===== src/rtl/spike_input_injector.sv =====
// -----------------------------------------------------------------------------
// spike_input_injector
//
// Host-side packet injector feeding the west port of core 0. The host writes
// spike packets into a first-word-fall-through FIFO, then commits them as a
// batch. The batch is held back until the next global tick. From that tick on,
// the packets are offered to core 0, which pops them through its west-port
// read strobe. A write made after the commit waits for a later batch.
//
// Ports
//   clk           single rising-edge clock
//   reset_n       asynchronous active-low reset
//   tick          one-cycle global tick pulse (shared with the cores)
//   host_wen      host write strobe for host_packet
//   host_packet   packet {dx[29:21], dy[20:12], delivery tick[11:8], axon[7:0]}
//   host_commit   close the current batch for release on the next tick
//   host_flush    synchronous discard of all FIFO contents
//   err_clr       clear the sticky error flags
//   ren_in        pop request from core 0 (its ren_out_west)
//   dout          head packet, to west_in of core 0
//   empty_out     no releasable packet, to empty_in_west of core 0
//   host_full     FIFO occupancy equals DEPTH
//   host_count    FIFO occupancy
//   batch_done    one-cycle pulse after the last packet of a batch is popped
//   state         IDLE=0, ARMED=1, RELEASE=2
//   overflow_err  sticky: a host write was dropped because the FIFO was full
//   overrun_err   sticky: a tick arrived while a batch was still releasing
//
// Handshake: the consumer side is a read-strobe interface. When empty_out is 0,
// dout holds the head packet. A cycle with ren_in=1 and empty_out=0 takes that
// packet at the rising edge. The DUT ignores ren_in while empty_out is 1.
// -----------------------------------------------------------------------------
module spike_input_injector #(
    parameter int DEPTH  = 16,
    parameter int ADDR_W = 4
) (
    input  logic              clk,
    input  logic              reset_n,
    input  logic              tick,
    input  logic              host_wen,
    input  logic [29:0]       host_packet,
    input  logic              host_commit,
    input  logic              host_flush,
    input  logic              err_clr,
    input  logic              ren_in,
    output logic [29:0]       dout,
    output logic              empty_out,
    output logic              host_full,
    output logic [ADDR_W:0]   host_count,
    output logic              batch_done,
    output logic [1:0]        state,
    output logic              overflow_err,
    output logic              overrun_err
);

    localparam logic [1:0] ST_IDLE    = 2'd0;
    localparam logic [1:0] ST_ARMED   = 2'd1;
    localparam logic [1:0] ST_RELEASE = 2'd2;

    localparam logic [ADDR_W:0] FULL_LEVEL = (ADDR_W+1)'(DEPTH);
    localparam logic [ADDR_W:0] ONE        = (ADDR_W+1)'(1);

    logic [29:0]       mem [DEPTH];
    logic [ADDR_W-1:0] wr_ptr;
    logic [ADDR_W-1:0] rd_ptr;
    logic [ADDR_W:0]   count;
    logic [ADDR_W:0]   batch_rem;
    logic [ADDR_W:0]   uncommitted;
    logic [1:0]        state_q;
    logic [1:0]        state_d;
    logic              batch_done_q;
    logic              ovf_q;
    logic              ovr_q;

    logic              releasing;
    logic              wr_accept;
    logic              pop;
    logic              commit_ok;
    logic              last_pop;

    // A full FIFO is judged from the registered occupancy. A write is therefore
    // refused in the cycle the FIFO is full, even if a pop frees a slot at the
    // same edge.
    assign host_full   = (count == FULL_LEVEL);
    assign uncommitted = count - batch_rem;
    assign wr_accept   = host_wen && !host_full && !host_flush;
    assign pop         = ren_in && !empty_out && !host_flush;
    // Both counters are registered values. A write in the commit cycle is
    // therefore not counted in the batch that this commit loads.
    assign commit_ok   = (state_q == ST_IDLE) && host_commit && (uncommitted != '0)
                         && !host_flush;
    assign last_pop    = pop && (batch_rem == ONE);

    // ---------------- FSM: state register ----------------
    always_ff @(posedge clk or negedge reset_n) begin
        if (!reset_n) state_q <= ST_IDLE;
        else          state_q <= state_d;
    end

    // ---------------- FSM: next-state logic ----------------
    always_comb begin
        state_d = state_q;
        if (host_flush) begin
            state_d = ST_IDLE;
        end else begin
            case (state_q)
                ST_IDLE:    if (commit_ok) state_d = ST_ARMED;
                ST_ARMED:   if (tick)      state_d = ST_RELEASE;
                ST_RELEASE: if (last_pop)  state_d = ST_IDLE;
                default:                   state_d = ST_IDLE;
            endcase
        end
    end

    // ---------------- FSM: outputs ----------------
    always_comb begin
        releasing = (state_q == ST_RELEASE) && (batch_rem != '0);
        empty_out = !releasing;
    end

    // ---------------- FIFO storage (no reset needed) ----------------
    always_ff @(posedge clk) begin
        if (wr_accept) mem[wr_ptr] <= host_packet;
    end

    assign dout = mem[rd_ptr];

    // ---------------- pointers, occupancy, batch counter ----------------
    always_ff @(posedge clk or negedge reset_n) begin
        if (!reset_n) begin
            wr_ptr    <= '0;
            rd_ptr    <= '0;
            count     <= '0;
            batch_rem <= '0;
        end else if (host_flush) begin
            wr_ptr    <= '0;
            rd_ptr    <= '0;
            count     <= '0;
            batch_rem <= '0;
        end else begin
            if (wr_accept) wr_ptr <= wr_ptr + 1'b1;
            if (pop)       rd_ptr <= rd_ptr + 1'b1;
            case ({wr_accept, pop})
                2'b10:   count <= count + ONE;
                2'b01:   count <= count - ONE;
                default: count <= count;
            endcase
            // A commit is accepted only in IDLE and a pop only in RELEASE,
            // so the two never happen in the same cycle.
            if (commit_ok)  batch_rem <= uncommitted;
            else if (pop)   batch_rem <= batch_rem - ONE;
        end
    end

    // ---------------- batch completion pulse ----------------
    always_ff @(posedge clk or negedge reset_n) begin
        if (!reset_n) batch_done_q <= 1'b0;
        else          batch_done_q <= last_pop;
    end

    // ---------------- sticky errors (a new event beats err_clr) ----------------
    always_ff @(posedge clk or negedge reset_n) begin
        if (!reset_n) begin
            ovf_q <= 1'b0;
            ovr_q <= 1'b0;
        end else begin
            if (host_wen && host_full) ovf_q <= 1'b1;
            else if (err_clr)          ovf_q <= 1'b0;

            if (tick && (state_q == ST_RELEASE) && !host_flush) ovr_q <= 1'b1;
            else if (err_clr)                                   ovr_q <= 1'b0;
        end
    end

    assign host_count   = count;
    assign batch_done   = batch_done_q;
    assign state        = state_q;
    assign overflow_err = ovf_q;
    assign overrun_err  = ovr_q;

endmodule

===== config.mk =====
export PLATFORM = sky130hd
export DESIGN_NAME = spike_input_injector
export DESIGN_NICKNAME = d
export VERILOG_FILES = /design/src/rtl/spike_input_injector.sv
export SDC_FILE = /design/constraint.sdc
export NUM_CORES = 1
export LEC_CHECK = 0
export CAP_MARGIN = 15
export CORE_MARGIN = 4
export CORE_UTILIZATION = 55
export CTS_CLUSTER_DIAMETER = 80
export DETAILED_ROUTE_END_ITERATION = 10
export PLACE_DENSITY = 0.79
export SYNTH_ARGS = -nofsm -noshare
export SYNTH_HDL_FRONTEND = slang
export SYNTH_SLANG_ARGS = --single-unit

===== constraint.sdc =====
create_clock -name clk -period 3.8 [get_ports clk]
set_clock_uncertainty 0.2 [all_clocks]
set_input_delay 0.76 -clock clk [delete_from_list [all_inputs] [get_ports clk]]
set_output_delay 0.76 -clock clk [all_outputs]
set_load 0.005 [all_outputs]

### Yosys cells after proc, flatten, opt, wreduce, memory -nomap -nowiden

Memory sizes are Yosys's and may differ from the RTL's.
Index checks and enable logic that the tools add are counted.

* bits of input ports: 38
* logic and storage cells: 68
* memories: 1
* bits in registers: 23
* memory bits (writable): 480

* reduce and logical (&&, ||, !) cells: 25
* muxes and demuxes: 19
* add/sub/neg operators: 6
* eq/ne operators: 9

Memories
* mem: words 16, bits a word 30, rd ports 1, clocked after Yosys merged registers in 0, wr ports 1, RTL line 63 `logic [29:0] mem [DEPTH];`

Operators with widths (number)
* $mux W5: 4
* $mux W4: 4
* $logic_and A1 B1 Y1: 12
* $pmux W5 S2: 1
* $reduce_bool A5 Y1: 2
* $sub A5 B1 Y5 const B: 2
* $ne A3 B3 Y1 const B: 3
* $add A4 B1 Y4 const B: 2
* $mux W2: 4
* $reduce_bool A2 Y1: 4
* $pmux W2 S3: 1
* $reduce_bool A3 Y1: 2
* $add A5 B1 Y5 const B: 1
* $eq A5 B1 Y1 const B: 1
* $eq A5 B5 Y1 const B: 1
* $mux W1: 5
* $sub A5 B5 Y5: 1
* $eq A2 B1 Y1 const B: 2
* $eq A2 B2 Y1 const B: 2
* $logic_not A1 Y1: 3
* $reduce_and A3 Y1: 1
* $logic_not A2 Y1: 1

### Logic depth before layout (Yosys ltp)

* depth in word-level cells: 8
* depth in mapped cells: 12

### Least setup slack after synthesis

Ideal clock, no wire load.

* kind: in2reg
* start: input port host_flush
* end: memory mem[0][0] (enable)
* path slack: 0.573 ns
* arrival time: 2.610 ns
* library setup time: 0.417 ns
* stages: 3
* path through: buf_2 or3_1 nor2_1

* cells in the longest elaborated chain, start to end: 4

Ends and longest elaborated chain
* start, declared: RTL line 43 `input logic host_flush,`
* $logic_not A1 Y1: RTL line 86 `assign wr_accept = host_wen && !host_full && !host_flush;`
* $logic_and A1 B1 Y1: RTL line 86
* $mux W1: RTL line 123 `if (wr_accept) mem[wr_ptr] <= host_packet;`
* $mux W1 (implied by the code): RTL line 123
* end, declared: RTL line 63

Every way passes these cells.

### Worst setup path after layout

* start: register rd_ptr[1]
* end: output port dout[16]

* cells in the longest elaborated chain, start to end: 1

Ends and longest elaborated chain
* start, declared: RTL line 65 `logic [ADDR_W-1:0] rd_ptr;`
* start signal, assigned: RTL line 142 `if (pop) rd_ptr <= rd_ptr + 1'b1;`
* $mem_v2 Z16 W30
* end, declared: RTL line 46 `output logic [29:0] dout,`

Every way passes these cells.

==> impl_metrics.prom <==
# TYPE chip_impl_metric gauge
chip_impl_info{name="status",value="complete, no violations"} 1
chip_impl_metric{name="clk_pin_slew",unit="ns"} 0.06
chip_impl_metric{name="final.min_clock_period",unit="ns"} 3.78
chip_impl_metric{name="syn_avg_cell_area",unit="um^2"} 18.5
chip_impl_metric{name="worst_pin_slew",unit="ns"} 0.704
chip_impl_metric{name="drt-initial-drc-count",unit=""} 1111
chip_impl_metric{name="ioPinCount",unit=""} 80
chip_impl_metric{name="timing.critical_path.arrival",unit="ns"} 2.82
chip_impl_metric{name="finish.utilization",unit="%"} 67.1
chip_impl_info{name="leading_cell_types_in_the_layout_fill_and_taps_excluded",value="480 x edfxtp_1, 94 x mux2i_1, 65 x clkdlybuf4s50_1, 60 x mux4_2, 58 x buf_4"} 1
chip_impl_metric{name="synthesis.instances",unit=""} 1079
chip_impl_metric{name="synth.cell_area",unit="mm^2"} 0.0199
chip_impl_metric{name="grt.met1_usage",unit="%"} 31.8
chip_impl_info{name="tritoncts_clock_tree",value="done"} 1
chip_impl_metric{name="max_freq",unit="MHz"} 265
chip_impl_metric{name="setup_viol",unit=""} 0
chip_impl_metric{name="maximum_number_of_pins_on_one_net_before_global_route_repair",unit=""} 41
chip_impl_metric{name="portBuffers",unit=""} 79
chip_impl_metric{name="globalRoute.totalOverflow",unit=""} 0
chip_impl_info{name="r2r_start",value="batch_rem[1]$_DFFE_PN0P_"} 1
chip_impl_metric{name="synth.yosys.warnings",unit=""} 0
chip_impl_metric{name="rr_worst_depth",unit=""} 12
chip_impl_metric{name="synth_async_sr_flop_share",unit="%"} 4.57
chip_impl_metric{name="floorplan.core_area",unit="mm^2"} 0.0357
chip_impl_metric{name="final-max-slew-violation-count",unit=""} 0
chip_impl_metric{name="postRouteAntennaNets",unit=""} 0
chip_impl_metric{name="die_footprint",unit="mm^2"} 0.0393
chip_impl_info{name="critPathKind",value="register to output port"} 1
chip_impl_metric{name="cts_hold_buffers",unit=""} 0
chip_impl_info{name="worst_path_max_delay_cell",value="clkdlybuf4s50_1"} 1
chip_impl_info{name="crit_path_start_kind",value="register"} 1
chip_impl_metric{name="cts_max_path_buffers",unit=""} 3
chip_impl_metric{name="grtUsageMet3",unit="%"} 4.05
chip_impl_metric{name="avgRoutedWirePerCell",unit="um"} 26.9
chip_impl_metric{name="vias",unit=""} 10800
chip_impl_metric{name="timing.slew.headroom",unit="%"} 52.9
chip_impl_info{name="worstHoldEndpoint",value="overflow_err$_DFFE_PN0P_"} 1
chip_impl_metric{name="cp.required",unit="ns"} 2.84
chip_impl_info{name="holdCritPathClass",value="register to register"} 1
chip_impl_metric{name="worst-path-max-fanout",unit=""} 10
chip_impl_metric{name="synth-edff-count",unit=""} 480
chip_impl_metric{name="globalplace.congestion",unit=""} 0.790
chip_impl_metric{name="layout-drive-gt1-share",unit="%"} 23.4
chip_impl_metric{name="initial_utilization",unit="%"} 55.9
chip_impl_metric{name="cts_inserted_buffers",unit=""} 49
chip_impl_info{name="commonest_non_fill_non_tap_cell_in_the_layout",value="edfxtp_1"} 1
chip_impl_metric{name="global_route_met2_utilization",unit="%"} 38.1
chip_impl_metric{name="max_cap_violations",unit=""} 0
chip_impl_info{name="ctsRootBufferMaster",value="clkbuf_16"} 1
chip_impl_metric{name="netlist-cell-type-count",unit=""} 46
chip_impl_metric{name="finalHoldViolCount",unit=""} 0
chip_impl_info{name="globalRoute.busiestLayer",value="met2"} 1
chip_impl_metric{name="share_of_the_synthesized_area_in_the_top_cell_type",unit="%"} 72.3
chip_impl_info{name="ranking_of_synthesized_cells_by_area",value="edfxtp_1 72%, mux4_2 6.8%, mux2i_1 4.7%"} 1
chip_impl_metric{name="via_per_inst",unit=""} 6.24
chip_impl_metric{name="min_path_cells",unit=""} 2
chip_impl_metric{name="max-vdd-ir-drop",unit="mV"} 0.471
chip_impl_info{name="worst_hold_startpoint",value="overflow_err$_DFFE_PN0P_"} 1
chip_impl_metric{name="grtUsageTotal",unit="%"} 23.0
chip_impl_metric{name="number_of_global_route_vias_before_repair",unit=""} 11000
chip_impl_metric{name="dieHeight",unit="um"} 198
chip_impl_metric{name="rows",unit=""} 69
chip_impl_info{name="r2r-end",value="host_count[4]$_DFFE_PN0P_"} 1
chip_impl_metric{name="layout.nets",unit=""} 1293
chip_impl_metric{name="antenna_found_initial",unit=""} 1
chip_impl_info{name="dominantRegCellSynth",value="edfxtp_1"} 1
chip_impl_info{name="worstPathCellList",value="and2_1, buf_4, a221oi_1, o21ai_0, nand2_1, clkdlybuf4s50_1"} 1
chip_impl_metric{name="placed_cells_incl_taps",unit=""} 1612
chip_impl_metric{name="routed_wl",unit="mm"} 46.7
chip_impl_metric{name="hpwlAfterDp",unit="mm"} 24.8
chip_impl_metric{name="die_x",unit="um"} 198
chip_impl_metric{name="totalNegativeSetupSlack",unit="ns"} 0
chip_impl_metric{name="final_cycle_utilization_of_the_critical_path",unit="%"} 99.4
chip_impl_metric{name="cts_htree_levels",unit=""} 2
chip_impl_info{name="grt_setup_unrepaired",value="true"} 1
chip_impl_metric{name="worst_path_largest_cell_delay",unit="ns"} 0.52
chip_impl_metric{name="register_area_share_after_synthesis",unit="%"} 75.2
chip_impl_metric{name="synth_nets",unit=""} 1134
chip_impl_metric{name="cts_sink_cnt",unit=""} 503
chip_impl_metric{name="p_leak",unit="nW"} 7.78
chip_impl_metric{name="power_density",unit="mW/mm^2"} 491
chip_impl_info{name="critical_path.endpoint_type",value="output port"} 1
chip_impl_metric{name="clkLatencyLatePin",unit="ns"} 0.54
chip_impl_metric{name="grt_first_pass_wirelength",unit="mm"} 68.2
chip_impl_metric{name="flop_to_flop_setup_slack",unit="ns"} 0.77
chip_impl_metric{name="firstDrtPassIters",unit=""} 6
chip_impl_metric{name="finalNonFillerCells",unit=""} 1736
chip_impl_metric{name="syn_to_final_growth",unit="%"} 20.0
chip_impl_info{name="yosys_top_cell_by_area",value="edfxtp_1"} 1
chip_impl_metric{name="post-route-drc-count",unit=""} 0
chip_impl_metric{name="ys_ff_latch",unit=""} 503
-- flip-flops by register name, indices dropped and copies added, names as in the netlist --
| register | flops |
|---|---|
| host_count | 5 |
| mem | 480 |
| batch_rem | 5 |
| batch_done | 1 |
| rd_ptr | 4 |
| overrun_err | 1 |
| wr_ptr | 4 |
| overflow_err | 1 |
| state | 2 |
-- how the worst max path moves through the flow --
stage	startpoint	endpoint	slack, ns	cells after the start
finish	rd_ptr[1]$_DFFE_PN0P_	dout[16]	0.02	6
global route	rd_ptr[1]$_DFFE_PN0P_	dout[17]	-0.06	6
floorplan	host_flush	mem[0][0]$_DFFE_PP_	0.57	3
CTS	rd_ptr[3]$_DFFE_PN0P_	dout[8]	-0.006	6
detailed placement	rd_ptr[0]$_DFFE_PN0P_	dout[3]	0.40	7
global placement	rd_ptr[0]$_DFFE_PN0P_	dout[18]	0.46	7
-- critical path, delay by kind of cell, from the launching register on --
kind | cells | cell delay [ns]
DFF | 1 | 0.48
buffers and inverters | 2 | 0.77
and+or+nand+nor | 2 | 0.46
AOI/OAI and AO/OA | 2 | 0.55
-- metal layers --
layer / up-vias / part of all wire, %
li1: 4664 / -
met1: 5527 / 39
met2: 555 / 50
met3: 93 / 7.8
met4: 0 / 2.7
met5: - / 0
-- timing repair --
| item | 4_1_cts | 5_1_grt |
|---|---|---|
| setup buffers | 6 | 21 |
| pin swaps | 2 | 16 |
| endpoints found under the setup margin | 30 | 29 |
| resized for setup | 24 | 52 |
| cloned | 4 | 5 |
-- power by group --
group / switching, W / internal [W] / leakage [nW]
logic: 0.000517 / 0.000486 / 2.41
registers: 0.0000556 / 0.00615 / 4.63
clock network: 0.00196 / 0.00258 / 0.731
total: 0.00254 / 0.00922 / 7.78
-- cells by family after synthesis --
group	after synthesis	share of synthesized area [%]
compound gates	177	5.57
xor+xnor	15	0.728
fa+ha+maj	17	1.14
buf+inv	70	1.56
flops	503	75.2
mux	184	13.2
simple gates	113	2.58
-- metrics by stage --
stage	hold slack, ns	worst slack, ns	power (W)	area (um^2)
2_1_floorplan	0.264	0.573	0.00686	19900
3_3_place_gp	0.309	0.461	0.00718	21700
3_5_place_dp	0.322	0.395	0.00720	21700
4_1_cts	0.330	-0.00584	0.0117	23500
5_1_grt	0.354	-0.0643	0.0121	23900
6_report	0.332	0.0214	0.0118	23900
-- area by class of cell --
class,count,area (um^2)
diodes,1,2.50
clock buffers,64,1330
clock inverters,23,164
fillers,2247,11700
inverters,13,48.8
multi-input cells,506,4930
flip-flops and latches,503,15000
well taps,461,577
repair buffers,165,1880
-- cells in the mapped netlist (all sizes together), types with 3 or more instances --
master,instances
xor2,7
inv,13
mux4,60
a221oi,30
dfrtp,23
nor2,37
clkbuf,33
mux2,30
o21ai,65
buf,24
xnor2,7
nand4,3
a21oi,41
nor3,4
mux2i,94
nand2,46
edfxtp,480
nand3,5
ha,15
a22oi,31
and2,4
nand3b,3
Note: power is estimated with default switching activity, not from simulation.
